### src/rtl/eth_tx_arbiter.sv
// eth_tx_arbiter
// Packet-level round-robin arbiter. It merges NUM_CH Avalon-ST-style packet
// sources onto one Ethernet TX stream. A granted channel stays locked from SOP
// to EOP, so packets from different sources are never interleaved.
//
// Optional feature macro: ETH_TX_ARB_STATS_EN
//   When defined, o_pkt_cnt and o_drop_cnt are live 16-bit wrapping counters.
//   When undefined, no counter registers are built and both ports read 0.
//   Orphan flushing happens in both builds.
//
// Ports
//   i_clk, i_rst_n : clock, asynchronous active-low reset
//   i_ch_data      : per-channel beat data, channel k at [k*DATA_W +: DATA_W]
//   i_ch_sop/eop   : per-channel start/end of packet flags
//   i_ch_vld       : per-channel beat valid
//   o_ch_rdy       : per-channel ready (a beat moves when vld & rdy)
//   o_tx_*         : merged stream toward the MAC; i_tx_rdy is the MAC ready
//   o_busy         : high while a packet is locked
//   o_cur_ch       : granted or last-granted channel
//   o_pkt_cnt      : per-channel forwarded-packet counters, 16 bits each
//   o_drop_cnt     : count of orphan beats discarded while idle
module eth_tx_arbiter #(
  parameter int NUM_CH = 3,
  parameter int DATA_W = 32,
  parameter int CH_W   = (NUM_CH > 1) ? $clog2(NUM_CH) : 1
) (
  input  logic                     i_clk,
  input  logic                     i_rst_n,
  input  logic [NUM_CH*DATA_W-1:0] i_ch_data,
  input  logic [NUM_CH-1:0]        i_ch_sop,
  input  logic [NUM_CH-1:0]        i_ch_eop,
  input  logic [NUM_CH-1:0]        i_ch_vld,
  output logic [NUM_CH-1:0]        o_ch_rdy,
  output logic [DATA_W-1:0]        o_tx_data,
  output logic                     o_tx_sop,
  output logic                     o_tx_eop,
  output logic                     o_tx_vld,
  input  logic                     i_tx_rdy,
  output logic                     o_busy,
  output logic [CH_W-1:0]          o_cur_ch,
  output logic [NUM_CH*16-1:0]     o_pkt_cnt,
  output logic [15:0]              o_drop_cnt
);

  localparam logic [0:0] ST_IDLE = 1'b0;
  localparam logic [0:0] ST_BUSY = 1'b1;

  logic [0:0]        state_q, state_d;
  logic [CH_W-1:0]   cur_ch_q, cur_ch_d;
  logic [CH_W-1:0]   rr_ptr_q, rr_ptr_d;

  logic [NUM_CH-1:0] req;
  logic [NUM_CH-1:0] flush;
  logic              grant_vld;
  logic [CH_W-1:0]   grant;
  int                scan_idx;

  logic [DATA_W-1:0] sel_data;
  logic              sel_sop, sel_eop, sel_vld;
  logic              xfer_eop;

  // Round-robin search: first requesting channel at or above rr_ptr, wrapping.
  always_comb begin
    req       = i_ch_vld & i_ch_sop;
    flush     = i_ch_vld & ~i_ch_sop;
    grant_vld = 1'b0;
    grant     = '0;
    scan_idx  = 0;
    for (int i = 0; i < NUM_CH; i++) begin
      scan_idx = int'(rr_ptr_q) + i;
      if (scan_idx >= NUM_CH) scan_idx = scan_idx - NUM_CH;
      if (!grant_vld && req[scan_idx]) begin
        grant_vld = 1'b1;
        grant     = CH_W'(scan_idx);
      end
    end
  end

  // Locked-channel mux, written as a compare loop so an unused cur_ch
  // encoding (non power-of-two NUM_CH) simply selects nothing.
  always_comb begin
    sel_data = '0;
    sel_sop  = 1'b0;
    sel_eop  = 1'b0;
    sel_vld  = 1'b0;
    for (int k = 0; k < NUM_CH; k++) begin
      if (CH_W'(k) == cur_ch_q) begin
        sel_data = i_ch_data[k*DATA_W +: DATA_W];
        sel_sop  = i_ch_sop[k];
        sel_eop  = i_ch_eop[k];
        sel_vld  = i_ch_vld[k];
      end
    end
  end

  assign xfer_eop = (state_q == ST_BUSY) & sel_vld & i_tx_rdy & sel_eop;

  // Output steering: idle flushes orphans and never presents a beat; busy
  // passes the locked channel straight through with MAC ready fed back.
  always_comb begin
    o_tx_data = '0;
    o_tx_sop  = 1'b0;
    o_tx_eop  = 1'b0;
    o_tx_vld  = 1'b0;
    o_ch_rdy  = '0;
    case (state_q)
      ST_IDLE: o_ch_rdy = flush;
      ST_BUSY: begin
        o_tx_data = sel_data;
        o_tx_sop  = sel_sop;
        o_tx_eop  = sel_eop;
        o_tx_vld  = sel_vld;
        for (int k = 0; k < NUM_CH; k++) begin
          o_ch_rdy[k] = (CH_W'(k) == cur_ch_q) & i_tx_rdy;
        end
      end
      default: ;
    endcase
  end

  // Next state: the grant takes effect on the edge after arbitration, and
  // the pointer moves past the channel that just finished its packet.
  always_comb begin
    state_d  = state_q;
    cur_ch_d = cur_ch_q;
    rr_ptr_d = rr_ptr_q;
    case (state_q)
      ST_IDLE: begin
        if (grant_vld) begin
          cur_ch_d = grant;
          state_d  = ST_BUSY;
        end
      end
      ST_BUSY: begin
        if (xfer_eop) begin
          state_d  = ST_IDLE;
          rr_ptr_d = (cur_ch_q == CH_W'(NUM_CH - 1)) ? '0 : cur_ch_q + 1'b1;
        end
      end
      default: state_d = ST_IDLE;
    endcase
  end

  always_ff @(posedge i_clk or negedge i_rst_n) begin
    if (!i_rst_n) begin
      state_q  <= ST_IDLE;
      cur_ch_q <= '0;
      rr_ptr_q <= '0;
    end else begin
      state_q  <= state_d;
      cur_ch_q <= cur_ch_d;
      rr_ptr_q <= rr_ptr_d;
    end
  end

  assign o_busy   = (state_q == ST_BUSY);
  assign o_cur_ch = cur_ch_q;

`ifdef ETH_TX_ARB_STATS_EN
  logic [15:0] pkt_cnt_q [NUM_CH];
  logic [15:0] pkt_cnt_d [NUM_CH];
  logic [15:0] drop_cnt_q, drop_cnt_d;

  // Several channels can be flushed in the same idle cycle, so every
  // discarded beat is added individually.
  always_comb begin
    pkt_cnt_d  = pkt_cnt_q;
    drop_cnt_d = drop_cnt_q;
    for (int k = 0; k < NUM_CH; k++) begin
      if (xfer_eop && (CH_W'(k) == cur_ch_q)) pkt_cnt_d[k] = pkt_cnt_q[k] + 16'd1;
      if (state_q == ST_IDLE) drop_cnt_d = drop_cnt_d + {15'd0, flush[k]};
    end
  end

  always_ff @(posedge i_clk or negedge i_rst_n) begin
    if (!i_rst_n) begin
      for (int k = 0; k < NUM_CH; k++) pkt_cnt_q[k] <= '0;
      drop_cnt_q <= '0;
    end else begin
      pkt_cnt_q  <= pkt_cnt_d;
      drop_cnt_q <= drop_cnt_d;
    end
  end

  for (genvar g = 0; g < NUM_CH; g++) begin : g_pkt_cnt
    assign o_pkt_cnt[g*16 +: 16] = pkt_cnt_q[g];
  end
  assign o_drop_cnt = drop_cnt_q;
`else
  assign o_pkt_cnt  = '0;
  assign o_drop_cnt = '0;
`endif

endmodule

### config.mk
export PLATFORM = sky130hd
export DESIGN_NAME = eth_tx_arbiter
export DESIGN_NICKNAME = d
export VERILOG_FILES = /design/src/rtl/eth_tx_arbiter.sv
export SDC_FILE = /design/constraint.sdc
export NUM_CORES = 1
export LEC_CHECK = 0
export ABC_AREA = 1
export ABC_CLOCK_PERIOD_IN_PS = 1700
export BUFFER_PORTS_ARGS = -buffer_cell sky130_fd_sc_hd__buf_4
export CORE_AREA = 2 2 83 85
export CTS_BUF_LIST = sky130_fd_sc_hd__clkbuf_16
export DETAILED_ROUTE_END_ITERATION = 8
export DIE_AREA = 0 0 85 87
export GPL_ROUTABILITY_DRIVEN = 0
export PLACE_DENSITY = 0.69
export SLEW_MARGIN = 20
export SYNTH_ARGS = -nofsm -noshare
export SYNTH_HDL_FRONTEND = slang
export SYNTH_SLANG_ARGS = --single-unit
### constraint.sdc
create_clock -name i_clk -period 1.7 [get_ports i_clk]
set_input_delay 0.085 -clock i_clk [delete_from_list [all_inputs] [get_ports i_clk]]
set_output_delay 0.085 -clock i_clk [all_outputs]
set_load 0.005 [all_outputs]
# After elaboration in Yosys (flattened, before gate mapping)
# Index checks and enable logic that the tools add are counted.
[op_classes] n_addsub=6 magnitude_cmp=6 n_eq_ne=3 n_mux=39 n_bitwise=10 n_reduce_logical=7
[ops] cell="$mux W32" n=7
[ops] cell="$lt A32 B4 Y1 const B" n=3
[ops] cell="$mux W1" n=23
[ops] cell="$mux W2" n=4
[ops] cell="$sub A3 B2 Y4 const B" n=2
[ops] cell="$and A1 B1 Y1" n=6
[ops] cell="$and A3 B3 Y3" n=2
[ops] cell="$bmux W1 S2" n=3
[ops] cell="$ge A3 B2 Y1 const B" n=2
[ops] cell="$pmux W3 S2" n=1
[ops] cell="$reduce_and A2 Y1" n=2
[ops] cell="$add A2 B1 Y3 const B" n=1
[ops] cell="$add A2 B2 Y3 const B" n=1
[ops] cell="$not A3 Y3" n=1
[ops] cell="$sub A2 B2 Y3 const B" n=1
[ops] cell="$add A2 B1 Y2 const B" n=1
[ops] cell="$eq A1 B2 Y1 const A" n=1
[ops] cell="$eq A2 B2 Y1 const A" n=1
[ops] cell="$eq A2 B2 Y1 const B" n=1
[ops] cell="$ge A2 B2 Y1 const B" n=1
[ops] cell="$logic_and A1 B1 Y1" n=2
[ops] cell="$logic_not A1 Y1" n=2
[ops] cell="$logic_not A2 Y1" n=1
[ops] cell="$pmux W1 S2" n=1
[ops] cell="$not A1 Y1" n=1
[word_totals] ff_bits=5 inputBits=108 out_inout_bits=105 wordCells=74

# Longest topological paths before layout
[logic_depth] ltp_word=14 mapped_depth=12 ltp_nobuf=12

# Worst setup path after synthesis
# No wires, ideal clock.
[synth_timing] path_kind="flip-flop to flip-flop" from="register rr_ptr_q[0]" to="register cur_ch_q[1], in the netlist o_cur_ch[1]" setup_time_ns=0.117 arrival_time_ns=1.357 setup_slack_ns=0.226 stages_incl_launch_ff=12 period_less_slack_ns=1.474 cell_sequence="dfrtp_1 -> inv_1 -> ha_1 -> inv_1 -> nand3_1 -> nand3_1 -> nand2_1 -> nand3_1 -> nand2_1 -> inv_1 -> nand2_1 -> nand2_1"
[synth_via] elab_chain_len=13
[synth_rtl] item="start: declaration" line="50" text="logic [CH_W-1:0] rr_ptr_q, rr_ptr_d;"
[synth_rtl] item="start signal: assignment" line="152" text="rr_ptr_q <= rr_ptr_d;"
[synth_rtl] item="parallel branches: the longest is 13 deep, another holds $sub A3 B2 Y4"
[synth_rtl] item="end signal: assignment" line="151" text="cur_ch_q <= cur_ch_d;"
[synth_rtl] item="end: declaration" line="49" text="logic [CH_W-1:0] cur_ch_q, cur_ch_d;"
# Parallel ways; which one is timed is not known. The select of a mux whose other input is x is not followed.
# A chain may end at the register's enable or synchronous reset.

# Worst setup path in the final report
[layout_timing] from="register cur_ch_q[0], in the netlist o_cur_ch[0]" to="output port o_tx_data[20]"
[layout_via] elab_chain_len=5
[layout_rtl] item="$logic_not A2 Y1" line="87" text="if (CH_W'(k) == cur_ch_q) begin"
[layout_rtl] item="$mux W32 (2 in a row)" line="87"
[layout_rtl] item="$mux W32 *" line="87"
[layout_rtl] item="$mux W32 *" line="106" text="case (state_q)"
[layout_rtl] item="end: declaration" line="34" text="output logic [DATA_W-1:0] o_tx_data,"
# Mark *: on every way between the ends. The rest lies on a longest branch, timed or not.

==> metrics.txt <==
final net count=624; root buf cell=clkbuf_16; final setup vio count=0; clk sinks=5; Synthesis Warnings=0; row count=30; reg-to-reg slack, setup=100 ps; CP dominant cell by count=nand2_1; Synth Instances=362; Routed Antenna Nets=0; DRT Pass-1 Iters=4; critical path, cell by cell=inv_2, nand2_2, inv_4, clkbuf_16, nand2_1, nand3_1, nand2_1, inv_1, buf_4; peak per-stage delay on the critical path=440 ps; DR WL/cell=11.9 microns; effective utilization at floorplan=0.285; global-route wire length before repair=10200 microns; Diodes inserted=0; drc violations=0; Worst path top cell family by delay=buffers and inverters; vias=2537; Die Area=7400 sq um; vias per cell=4.28; Total Routed Length=7080 microns; leakage power=1.95 nW; syn avg cell area=5.17 sq um; vias in the first global route=2289; CP startpoint kind=flip-flop; pre-CTS setup slack=70.3 ps; Hold Vio Cnt, Final=0; total track usage=0.166; Pins Over Slew Limit=0; Final Worst Setup Slack=91.8 ps; largest net degree at the start of global routing=34; CTS H-tree lvls=1; worst skew pair latency=230 ps; worst vdd ir=0.000950 V; Num CTS Buffers=3; CP Class=reg2out; Post-Syn Area=1870 sq um; Yosys cell types=27; CP Data Required Time=1620 ps; antenna violations before repair=0; Tcrit/Tclk final=0.946; Crit-path slowest cell=dfrtp_2; skew final=0.122 ps; arrival time at the worst endpoint=1520 ps; hold slack=194 ps; CP endpoint kind=output port; DRT iter0 DRCs=65; PwrDens=1340 nW/um^2; FF+latch count, synth=5; Max-cap violations=0; Min Clock Period, post-route=1610 ps; Clock Tree Buf Depth=2; worst hold-check path type=in2async; IO Pins=213; Crit path buffers/inverters=5; Seq/Total Area, Yosys=0.0668; outcome=finished clean; Clock Pin Slew Worst Setup and Hold Paths=30 ps; Port Buffers=148; fraction of layout cells with a size suffix above 1=0.351; CTS tree=built; total global routing overflow=0; post-DP HPWL=5370 microns; CP max FO=8; Syn-to-layout area delta=62.7%; core area=6570 sq um; max frequency=622 MHz; Die W=85 microns; DIE HEIGHT=87 microns
## where the power goes
part	switching (mW)	internal [mW]	leakage [nW]	total [mW]
sequential	0.0827	0.173	0.0598	0.256
combinational	1.80	1.64	1.85	3.44
clock	0.0855	0.305	0.0423	0.391
## cell usage in the layout (no fill, tap or decap), types with 2 or more instances in the layout
cell type and n:
nor3_1 4, inv_1 45, a21oi_1 3, o21ai_0 3, buf_6 2, nand4_1 3, nand3_1 39, nand2_2 3
nand2_1 158, o21ai_1 3, dfrtp_1 3, nor2_4 2, buf_4 154, nor2_1 3, dfrtp_2 2, clkbuf_16 5
conb_1 64, inv_2 3
## sequential cells by signal, summed over array words and instances, names as in the netlist
signal / count
rr_ptr_q: 2
o_cur_ch: 2
o_busy: 1
## final timing paths
kind,startpoint,endpoint,cells after the start
setup / recovery,o_cur_ch[0]$_DFFE_PN0P_,o_tx_data[20],9
hold / removal,i_rst_n,rr_ptr_q[1]$_DFFE_PN0P_,2
setup reg to reg,rr_ptr_q[1]$_DFFE_PN0P_,o_cur_ch[1]$_DFFE_PN0P_,8
hold reg to reg,rr_ptr_q[0]$_DFFE_PN0P_,rr_ptr_q[0]$_DFFE_PN0P_,2
max in group asynchronous,i_rst_n,o_cur_ch[0]$_DFFE_PN0P_,2
min in group i_clk,i_ch_vld[2],o_cur_ch[0]$_DFFE_PN0P_,7
## synth_stat cells
| cell | number | area (sq um) |
|---|---|---|
| nor3_1 | 4 | 20.0 |
| ha_1 | 2 | 25.0 |
| o211ai_1 | 1 | 7.51 |
| o21ai_1 | 2 | 10.0 |
| conb_1 | 1 | 3.75 |
| inv_1 | 45 | 169 |
| dfrtp_1 | 5 | 125 |
| o21ai_0 | 4 | 20.0 |
| nand4_1 | 3 | 18.8 |
| inv_2 | 3 | 11.3 |
| nor2_4 | 2 | 22.5 |
| o22ai_1 | 1 | 6.26 |
| nor2_1 | 3 | 11.3 |
| clkbuf_1 | 3 | 11.3 |
| buf_2 | 6 | 30.0 |
| nand2_1 | 160 | 601 |
| nor3_2 | 1 | 10.0 |
| o211ai_2 | 1 | 12.5 |
| nand3b_2 | 1 | 11.3 |
| nand2_2 | 1 | 6.26 |
| o32ai_1 | 1 | 8.76 |
| nand3_1 | 39 | 195 |
| buf_4 | 67 | 503 |
| o21ai_2 | 1 | 8.76 |
| nor4_1 | 1 | 6.26 |
| a21oi_1 | 3 | 15.0 |
| buf_1 | 1 | 3.75 |
## logic make-up (layout without fill, tap and decap cells)
logic type                 after synthesis  after routing  synth area share
AOI/OAI and AO/OA                       14             14            0.0474
adders and majority gates                2              2            0.0134
buffers and inverters                  125            213             0.389
DFF                                      5              5            0.0668
other                                    1             64           0.00200
and+or+nand+nor                        215            215             0.482
## layout make-up
class                           instances  area (sq um)
Clock buffer                            3          75.1
Sequential cell                         5           128
Clock inverter                          1          3.75
Fill cell                             701          3520
Timing Repair Buffer                  161          1270
Multi-Input combinational cell        295          1280
Tap cell                               80           100
Inverter                               48           183
## worst reg2reg max path, cell delays in order, from the launching register on
cell and delay, ps:
dfrtp_1 410, ha_4 280, o21ai_0 260, nand2_2 110, buf_4 140, nand4_1 110
nand2_1 70, nand2_1 60, nand2_1 50
## layer usage
layer  vias to the layer above  global-route usage  part of all wire
met5                         -                   0                 0
met4                         0              0.0563             0.022
met3                        14              0.0445             0.091
met1                      1120               0.193              0.40
met2                       123               0.293              0.48
li1                       1280                   -                 -
## per-stage QoR
step                setup TNS (ps)  area, sq um  power (mW)  std cells   util
floorplan                        0         2110        2.06        425      -
global placement                 0         2840        3.34        583  0.432
detailed placement               0         2840        3.39        583  0.432
CTS                              0         2930        3.82        588  0.446
global route                 -4.49         3050        4.51        593  0.464
finish                           0         3050        4.09        593  0.464
## timing repair
action | in CTS | in global routing
hold buffers | 1 | 0
gates cloned | 0 | 2
pin swaps | 0 | 3
endpoints found under the hold margin | 5 | 0
resized for setup | 1 | 14
setup buffers | 0 | 3
setup endpoints to repair | 1 | 36
No activity file was read; power rests on OpenSTA's default activity.
